--- config.mk ---
export PLATFORM = sky130hd
export DESIGN_NAME = p2s_rr_sched_flat
export DESIGN_NICKNAME = d
export VERILOG_FILES = /design/src/rtl/p2s_rr_sched_if.sv /design/src/rtl/p2s_rr_sched.sv /design/src/flat_wrapper.sv
export SDC_FILE = /design/constraint.sdc
export NUM_CORES = 1
export LEC_CHECK = 0
export ABC_AREA = 1
export CAP_MARGIN = 15
export CORE_MARGIN = 10
export CORE_UTILIZATION = 35
export DETAILED_ROUTE_END_ITERATION = 6
export DONT_BUFFER_PORTS = 1
export REMOVE_ABC_BUFFERS = 1
export SLEW_MARGIN = 20
export SYNTH_ARGS = -nofsm -noshare
export SYNTH_HDL_FRONTEND = slang
export SYNTH_SLANG_ARGS = --single-unit
--- constraint.sdc ---
create_clock -name clk -period 3.8 [get_ports clk]
set_input_delay 0.76 -clock clk [delete_from_list [all_inputs] [get_ports clk]]
set_output_delay 0.76 -clock clk [all_outputs]
set_load 0.005 [all_outputs]
--- src/rtl/p2s_rr_sched_if.sv ---
// Bus bundle for p2s_rr_sched.
//   master : requester/link side (drives req_valid, req_data, ser_ready)
//   slave  : scheduler side (drives req_ready and the serial outputs)
// Channel i word occupies req_data[i*DWIDTH +: DWIDTH].
interface p2s_rr_sched_if #(
  parameter int unsigned NCH    = 4,
  parameter int unsigned DWIDTH = 8
);
  localparam int unsigned CW = $clog2(NCH);

  logic [NCH-1:0]        req_valid;
  logic [NCH*DWIDTH-1:0] req_data;
  logic [NCH-1:0]        req_ready;
  logic                  ser_ready;
  logic                  ser_dout;
  logic                  ser_valid;
  logic                  ser_sof;
  logic                  ser_eof;
  logic [CW-1:0]         ser_chan;
  logic                  busy;

  modport master (
    output req_valid, req_data, ser_ready,
    input  req_ready, ser_dout, ser_valid, ser_sof, ser_eof, ser_chan, busy
  );

  modport slave (
    input  req_valid, req_data, ser_ready,
    output req_ready, ser_dout, ser_valid, ser_sof, ser_eof, ser_chan, busy
  );
endinterface

--- src/rtl/p2s_rr_sched.sv ---
// Round-robin arbiter feeding an LSB-first parallel-to-serial shifter.
//   clk, rstn : clock, asynchronous active-low reset
//   bus       : slave side of p2s_rr_sched_if
//     req_valid/req_data in, req_ready out (one-hot accept, combinational)
//     ser_ready in; ser_dout/ser_valid/ser_sof/ser_eof/ser_chan/busy out
module p2s_rr_sched #(
  parameter int unsigned NCH    = 4,
  parameter int unsigned DWIDTH = 8
) (
  input  logic               clk,
  input  logic               rstn,
  p2s_rr_sched_if.slave      bus
);
  localparam int unsigned CW = $clog2(NCH);
  localparam int unsigned BW = $clog2(DWIDTH);
  localparam logic [BW-1:0] LAST_BIT = BW'(DWIDTH - 1);
  localparam logic [CW-1:0] LAST_CH  = CW'(NCH - 1);

  typedef enum logic {IDLE, SHIFT} state_e;

  state_e            state_q, state_d;
  logic [DWIDTH-1:0] shift_q, shift_d;
  logic [BW-1:0]     bitcnt_q, bitcnt_d;
  logic [CW-1:0]     chan_q, chan_d;
  logic [CW-1:0]     ptr_q, ptr_d;

  logic [CW-1:0]     grant_c;
  logic              any_c;
  logic              last_c;
  logic              win_c;
  logic              accept_c;
  int unsigned       idx;

  // Rotating priority search starting at the pointer; NCH need not be 2^n,
  // so the wrap is an explicit subtract rather than a bit truncation.
  always_comb begin
    grant_c = '0;
    any_c   = 1'b0;
    idx     = 0;
    for (int unsigned k = 0; k < NCH; k++) begin
      idx = 32'(ptr_q) + k;
      if (idx >= NCH) idx = idx - NCH;
      if (!any_c && bus.req_valid[idx]) begin
        any_c   = 1'b1;
        grant_c = CW'(idx);
      end
    end
  end

  // Accept while idle, or on the final bit of a word when it is consumed,
  // so back-to-back words leave no gap on the link.
  assign last_c   = (state_q == SHIFT) && (bitcnt_q == LAST_BIT);
  assign win_c    = (state_q == IDLE) || (last_c && bus.ser_ready);
  assign accept_c = win_c && any_c;

  assign bus.req_ready = accept_c ? (NCH'(1) << grant_c) : '0;

  // Next-state and datapath
  always_comb begin
    state_d  = state_q;
    shift_d  = shift_q;
    bitcnt_d = bitcnt_q;
    chan_d   = chan_q;
    ptr_d    = ptr_q;

    case (state_q)
      IDLE: ;
      SHIFT: begin
        if (bus.ser_ready) begin
          if (bitcnt_q != LAST_BIT) begin
            shift_d  = shift_q >> 1;
            bitcnt_d = bitcnt_q + BW'(1);
          end else begin
            state_d  = IDLE;
            shift_d  = '0;
            bitcnt_d = '0;
          end
        end
      end
      default: state_d = IDLE;
    endcase

    // A load overrides the return to IDLE on the last-bit edge.
    if (accept_c) begin
      state_d  = SHIFT;
      shift_d  = bus.req_data[32'(grant_c)*DWIDTH +: DWIDTH];
      bitcnt_d = '0;
      chan_d   = grant_c;
      ptr_d    = (grant_c == LAST_CH) ? '0 : grant_c + CW'(1);
    end
  end

  // State register
  always_ff @(posedge clk or negedge rstn) begin
    if (!rstn) begin
      state_q  <= IDLE;
      shift_q  <= '0;
      bitcnt_q <= '0;
      chan_q   <= '0;
      ptr_q    <= '0;
    end else begin
      state_q  <= state_d;
      shift_q  <= shift_d;
      bitcnt_q <= bitcnt_d;
      chan_q   <= chan_d;
      ptr_q    <= ptr_d;
    end
  end

  // Serial outputs are pure decodes of the registered state.
  assign bus.ser_valid = (state_q == SHIFT);
  assign bus.busy      = (state_q == SHIFT);
  assign bus.ser_dout  = (state_q == SHIFT) && shift_q[0];
  assign bus.ser_sof   = (state_q == SHIFT) && (bitcnt_q == '0);
  assign bus.ser_eof   = last_c;
  assign bus.ser_chan  = chan_q;

endmodule

--- src/flat_wrapper.sv ---
// flat-port wrapper written by rule: the top's interface ports become plain ports
module p2s_rr_sched_flat 
#(
  parameter int unsigned NCH    = 4,
  parameter int unsigned DWIDTH = 8
)
  (clk, rstn, bus_req_valid, bus_req_data, bus_ser_ready, bus_req_ready, bus_ser_dout, bus_ser_valid, bus_ser_sof, bus_ser_eof, bus_ser_chan, bus_busy);
  p2s_rr_sched_if #(.NCH(NCH), .DWIDTH(DWIDTH)) bus_i ();
  input  logic clk;
  input  logic rstn;
  input wire logic [$bits(bus_i.req_valid)-1:0] bus_req_valid;
  input wire logic [$bits(bus_i.req_data)-1:0] bus_req_data;
  input wire logic [$bits(bus_i.ser_ready)-1:0] bus_ser_ready;
  output wire logic [$bits(bus_i.req_ready)-1:0] bus_req_ready;
  output wire logic [$bits(bus_i.ser_dout)-1:0] bus_ser_dout;
  output wire logic [$bits(bus_i.ser_valid)-1:0] bus_ser_valid;
  output wire logic [$bits(bus_i.ser_sof)-1:0] bus_ser_sof;
  output wire logic [$bits(bus_i.ser_eof)-1:0] bus_ser_eof;
  output wire logic [$bits(bus_i.ser_chan)-1:0] bus_ser_chan;
  output wire logic [$bits(bus_i.busy)-1:0] bus_busy;
  assign bus_i.req_valid = bus_req_valid;
  assign bus_i.req_data = bus_req_data;
  assign bus_i.ser_ready = bus_ser_ready;
  assign bus_req_ready = bus_i.req_ready;
  assign bus_ser_dout = bus_i.ser_dout;
  assign bus_ser_valid = bus_i.ser_valid;
  assign bus_ser_sof = bus_i.ser_sof;
  assign bus_ser_eof = bus_i.ser_eof;
  assign bus_ser_chan = bus_i.ser_chan;
  assign bus_busy = bus_i.busy;
  p2s_rr_sched #(.NCH(NCH), .DWIDTH(DWIDTH)) u_core (.clk(clk), .rstn(rstn), .bus(bus_i));
endmodule
==> metrics.txt, run 1 <==
outcome finished, final reports clean; asr flop ratio synth 100%; GRT Overall Usage 10.4%; RSZ-0062 raised after global routing no; Core Region 3740 sq um; fmax 0.319 GHz; Root Buffer clkbuf_8; GPL Wtd Cong about 0.85; max-slew violations 0; cells along the critical path inv_6, nand2_1, and2_1, o21ai_4, nand2_4, o211ai_2, ha_1, inv_1, nor2_1; reg2reg end u_core.ptr_q[1]$_DFFE_PN0N_; Via density between 5 and 6; vias in the first global route between 1000 and 1500; Pre-antenna DRT Iters 4; DIE WIDTH a little over 80 um; Synth Area in Simple Gates 45.8%; largest net degree at the start of global routing 19; Leak 0.756 nW; total gr overflow 0; final cycle utilization of the critical path 82.5%; top_reg_cell synth dfrtp_1; layout filler cell count 413; most frequent cell after synthesis nand2_1; Synth top area share roughly 29%; antenna cells 0; Netlist cell types 30; setup slack, reg-to-reg between 1.5 and 2 ns; power density cells ~1000 nW/um^2; clock buffer depth 2; Port-buffer cells 0; final net count between 200 and 250; clock sink count 16; Gates resized, CTS repair 0; compound-cell area share of the yosys netlist 9.58%; initial antenna violation count 0; crit path capture bus_req_ready[3]; Peak VDD IR 0.414 mV; Top Ports 50; DP Wirelength 2.92 mm; sequential cell area 400 sq um; final setup TNS 0 ns; cell taking the most area after synthesis dfrtp_1; synth warn 0; CP arrival 2.38 ns; synthesized-area fraction occupied by adder cells 3.62%; sequential-to-total area share from yosys stat 28.9%; Syn Area/Cell 6.75 sq um; Max Cap Viol 0; synth cell count leaders 63 x nand2_1, 43 x nand3_1, 27 x inv_1; Setup crit start kind register; Clock Skews 0.00546 ns; DIE AREA 6870 sq um; Area contributors post-synth dfrtp_1 29%, nand2_1 17%, nand3_1 16%, inv_1 7.3%, ha_1 3.6%; Avg WL per Cell 14.6 um; Worst-path clk slew 0.07 ns; total power 1.49 mW; Crit Path Max Fanout 11; Worst setup EP type output pin; Mapped Area roughly 1400 sq um; Post-CTS Hold Fix Bufs 0; Post-synth EDFFs 0; largest family of logic cells by synthesized area simple AND/OR/NAND/NOR gates; post-placement cell count 246; slowest CP cell dfrtp_1; DR iter-0 viols 36; layout cells sized above 1 between 10 and 15%; postcts setup bufs 0; worst-skew pair later-pin latency 0.25 ns; CTS tree yes; total wire length between 3 and 4 mm; CP Data Required Time 3.04 ns; synthesis-to-finish area growth 4.79%; CP Class register to output pin; cell family with most CP delay compound AO/OA/AOI/OAI gates; # rows 22; Final ANT Viol Nets 0; fin crit period 3.14 ns; Worst Hold Class input port to async pin; initial core utilization 37.0%; H-tree depth 1; final setup vio count 0; Critical Path Source u_core.ptr_q[0]$_DFFE_PN0N_; non-filler cells, final 250; Critical R2R Launch u_core.ptr_q[0]$_DFFE_PN0N_; CTS buffer count 3; Worst R2R Path Depth 9; post-synthesis xor/xnor area fraction 0%; WP buf/inv 2; Die Y 82.9 um; Multi-input gate area 817 sq um; worst slew pin tran 0.504 ns; vias 1266; CP peak stage delay between 0.5 and 0.6 ns; Crit. path cell count 9; Final Hold Vio Count 0; # DRC 0; first-pass GRT wire length 6.09 mm; Cells after Synth 205; mux contribution to synthesized area 0%; Yosys reg bits 16; Relative slew margins 66.3%
## cell type report
cell class | count | share of cell area [%]
multi-input cells | 152 | 56.3
inverters | 30 | 8.11
flip-flops and latches | 16 | 27.6
well taps | 48 | 4.14
clock buffers | 4 | 3.80
## how the worst min path moves through the flow
stage	from	cells past startpoint	slack [ns]	to
final	rstn	0	0.19	u_core.bitcnt_q[1]$_DFFE_PN0P_
after global routing	rstn	0	0.18	u_core.ptr_q[0]$_DFFE_PN0N_
after CTS	rstn	0	0.19	u_core.ptr_q[0]$_DFFE_PN0N_
after detailed placement	rstn	0	0.47	u_core.bitcnt_q[1]$_DFFE_PN0P_
after global placement	rstn	0	0.47	u_core.bitcnt_q[1]$_DFFE_PN0P_
after floorplan	u_core.shift_q[7]$_DFFE_PN0P_	2	0.45	u_core.shift_q[7]$_DFFE_PN0P_
## cell usage in the layout (no fill, tap or decap), drive strengths merged
master / instances
clkbuf: 4
o21a: 1
inv: 30
a31oi: 1
o211ai: 2
dfrtp: 16
o21ai: 9
and2: 1
nand4: 2
nand3: 43
nor2: 8
o22ai: 4
nor3: 1
a21oi: 1
o32ai: 1
ha: 4
nand3b: 1
nand2: 73
## state kept, by name, indices dropped and copies added (netlist names)
name and flops:
u_core.ptr_q 2, u_core.shift_q 8, u_core.bus.busy 1, u_core.bus.ser_chan 2, u_core.bitcnt_q 3
## where the power goes
part	internal (mW)	switching (mW)	total, mW
Combinational	0.335	0.688	1.02
Sequential	0.248	0.0683	0.316
Clock	0.0921	0.0625	0.155
Total	0.675	0.819	1.49
## metal layers
metal,share of wire (%),vias to the layer above,GRT usage [%]
met5,0,-,0
met4,1.2,0,3.23
met3,11,4,4.49
met2,41,44,14.5
met1,47,557,13.7
li1,-,661,-
## cell families after synthesis
kind of cell | after synthesis
compound gates | 19
flops | 16
simple gates | 129
buf+inv | 37
fa+ha+maj | 4
## through the flow
step | worst slack (ns) | instance area [sq um] | hold slack, ns | utilization [%]
after floorplan | 0.994 | 1340 | 0.449 | -
after global placement | 0.779 | 1400 | 0.465 | 37.3
after detailed placement | 0.739 | 1400 | 0.465 | 37.3
after CTS | 0.633 | 1450 | 0.191 | 38.7
after global routing | 0.444 | 1450 | 0.183 | 38.7
final | 0.664 | 1450 | 0.192 | 38.7
No activity file was read; power rests on OpenSTA's default activity.
==> run 2: changes to the inputs <==
==> constraint.sdc (replaced) <==
create_clock -name clk -period 2.9 [get_ports clk]
set_input_delay 0.58 -clock clk [delete_from_list [all_inputs] [get_ports clk]]
set_output_delay 0.58 -clock clk [all_outputs]
set_load 0.005 [all_outputs]
==> run 2 against run 1 <==
Net effect: worst setup slack lost 0.47 ns; cell area rose by 3.3%; global-route usage grew 0.13 points; sequential cell count unchanged; clock skew down 0.0029 ns; critical endpoint is now bus_req_ready[0].
==> metrics.txt, run 2 (synthesis results as in run 1) <==
Top Ports 50 (unchanged); synthesis-to-finish area growth 8.23% (was 4.79%); DP Wirelength 2.95 mm (was 2.92 mm); Max Used Layer met4 (unchanged); Worst-path clk slew 0.07 ns (about the same); final setup TNS 0 ns (unchanged); RSZ-0062 raised after global routing no (unchanged); CTS buffer count 3 (unchanged); reg2reg end u_core.ptr_q[1]$_DFFE_PN0N_ (unchanged); layout cells sized above 1 14.0% (was 11.4%); CTS tree yes (unchanged); vias 1281 (was 1266); Critical R2R Launch u_core.ptr_q[0]$_DFFE_PN0N_ (unchanged); final setup vio count 0 (unchanged); most frequent cells in the layout 63 x nand2_1, 43 x nand3_1, 27 x inv_1, 15 x dfrtp_1, 7 x o21ai_0 (was 63 x nand2_1, 43 x nand3_1, 27 x inv_1, 16 x dfrtp_1, 7 x o21ai_0); CP arrival 2.12 ns (was 2.38 ns); # DRC 0 (unchanged); Max Cap Viol 0 (unchanged); Biggest register u_core.shift_q (unchanged); worst setup margin 0.199 ns (was 0.664 ns); Relative slew margins 78.5% (was 66.3%); Worst Hold Class input port to async pin (unchanged); Avg WL per Cell 14.7 um (was 14.6 um); Worst R2R Path Depth 12 (was 9); # rows 22 (unchanged); antenna cells 0 (unchanged); metal2 WL 1.58 mm (was 1.49 mm); cell family with most CP delay simple AND/OR/NAND/NOR gates (was compound AO/OA/AOI/OAI gates); slowest CP cell dfrtp_2 (was dfrtp_1); Final Hold Vio Count 0 (unchanged); final cycle utilization of the critical path just over 90%; max-slew violations 0 (unchanged); DRT met1 WL 1.81 mm (was 1.73 mm); Worst path most repeated cell nand2_2; Via density 5.02 (was 5.06); clock sink count 16 (unchanged); CP Data Required Time 2.32 ns (was 3.04 ns); GRT Overall Usage 10.5% (was 10.4%); final net count 251 (was 246); Final ANT Viol Nets 0 (unchanged); fin crit period 2.70 ns; Pre-antenna DRT Iters 4 (unchanged); setup slack, reg-to-reg 0.86 ns (was 1.57 ns); cells along the critical path clkbuf_2, o21ai_2, nand2_2, nand2_4, nor2_8, nand4_1, nand2_2, inv_4, nand2_1, nor2_1 (was inv_6, nand2_1, and2_1, o21ai_4, nand2_4, o211ai_2, ha_1, inv_1, nor2_1); DR iter-0 viols 80 (was 36); Port-buffer cells 0 (unchanged); Core Region 3740 sq um (unchanged); clock buffer depth 2 (unchanged); most common cell after layout, fill and taps aside nand2_1 (unchanged); Crit Path Max Fanout 14 (was 11); vias in the first global route 1234 (was 1205); max reg flops 8 (unchanged); CP peak stage delay 0.47 ns (was 0.52 ns); total gr overflow 0 (unchanged); power density cells 1400 nW/um^2 (was 1030 nW/um^2); first-pass GRT wire length 6.11 mm (was 6.09 mm); worst slew pin tran 0.320 ns (was 0.504 ns); initial antenna violation count 0 (unchanged); Crit. path cell count 10 (was 9); fmax 0.370 GHz; Place WS 0.299 ns (was 0.739 ns); GPL Wtd Cong 0.806 (was 0.850); DIE WIDTH 82.9 um (unchanged); initial core utilization 37.0% (unchanged); Root Buffer clkbuf_8 (unchanged); Die Y 82.9 um (unchanged); total wire length 3.74 mm (was 3.65 mm); top flop regs u_core.shift_q: 8 flops, u_core.bitcnt_q: 3 flops (unchanged); Clock Skews 0.00257 ns (was 0.00546 ns); layout filler cell count 428 (was 413); met3 wire len 318 um (was 385 um); DIE AREA 6870 sq um (unchanged); worst-skew pair later-pin latency 0.25 ns (about the same); Setup crit start kind register (unchanged); Leak 0.779 nW (was 0.756 nW); non-filler cells, final 255 (was 250); Worst setup EP type output pin (unchanged); worst hold margin 0.0186 ns (was 0.192 ns); post-placement cell count 248 (was 246); largest net degree at the start of global routing 19 (unchanged); outcome finished, final reports clean (unchanged); H-tree depth 1 (unchanged); CP Class register to output pin (unchanged); WP buf/inv 2 (unchanged); Peak VDD IR 0.453 mV (was 0.414 mV)
==> run 2: cell types whose count changed in the layout (fill, tap and decap cells not counted), sizes merged <==
cell and delta:
buf +4, clkbuf +1
==> run 2: how the worst max path moves through the flow <==
stage	start	endpoint	slack, ns
global route	u_core.ptr_q[0]$_DFFE_PN0N_	bus_req_ready[3]	0.04
detailed placement	u_core.ptr_q[0]$_DFFE_PN0N_	bus_req_ready[3]	0.30
CTS	u_core.ptr_q[0]$_DFFE_PN0N_	bus_req_ready[3]	0.01
floorplan	bus_req_valid[3]	bus_req_ready[3]	0.45
finish	u_core.ptr_q[0]$_DFFE_PN0N_	bus_req_ready[0]	0.20
global placement	u_core.ptr_q[0]$_DFFE_PN0N_	bus_req_ready[3]	0.32
==> run 2: final cells by class <==
| cell class | instances | area, sq um | area share [%] |
|---|---|---|---|
| Inverter | 30 | 120 | 8.02 |
| Clock buffer | 4 | 55.1 | 3.68 |
| Sequential cell | 16 | 402 | 26.8 |
| Tap cell | 48 | 60.1 | 4.01 |
| Timing Repair Buffer | 5 | 35.0 | 2.34 |
| Multi-Input combinational cell | 152 | 826 | 55.1 |
==> run 2: power breakdown <==
group / switching (mW) / leakage (nW) / internal, mW / total, mW
clock: 0.0793 / 0.0288 / 0.120 / 0.200
combinational: 0.959 / 0.553 / 0.522 / 1.48
sequential: 0.0817 / 0.197 / 0.327 / 0.409
total: 1.12 / 0.779 / 0.970 / 2.09
==> run 2: through the flow <==
step / total power [mW] / area (sq um) / utilization (%)
detailed placement: 1.81 / 1410 / 37.7
CTS: 2.02 / 1470 / 39.1
finish: 2.09 / 1500 / 40.0
global placement: 1.80 / 1410 / 37.7
global route: 2.33 / 1500 / 40.0
floorplan: 1.50 / 1340 / -
==> run 2: metal layers <==
metal  global-route usage [%]  vias up
met2                     16.1       42
met3                     4.00        2
met4                     1.85        0
met1                     13.6      564
li1                         -      673
met5                        0        -
==> run 2: what timing repair did <==
item,CTS,global route
buffers inserted,0,3
gates resized for setup,0,4
setup endpoints to repair,0,4
hold endpoints to repair,0,0
hold buffers,0,0
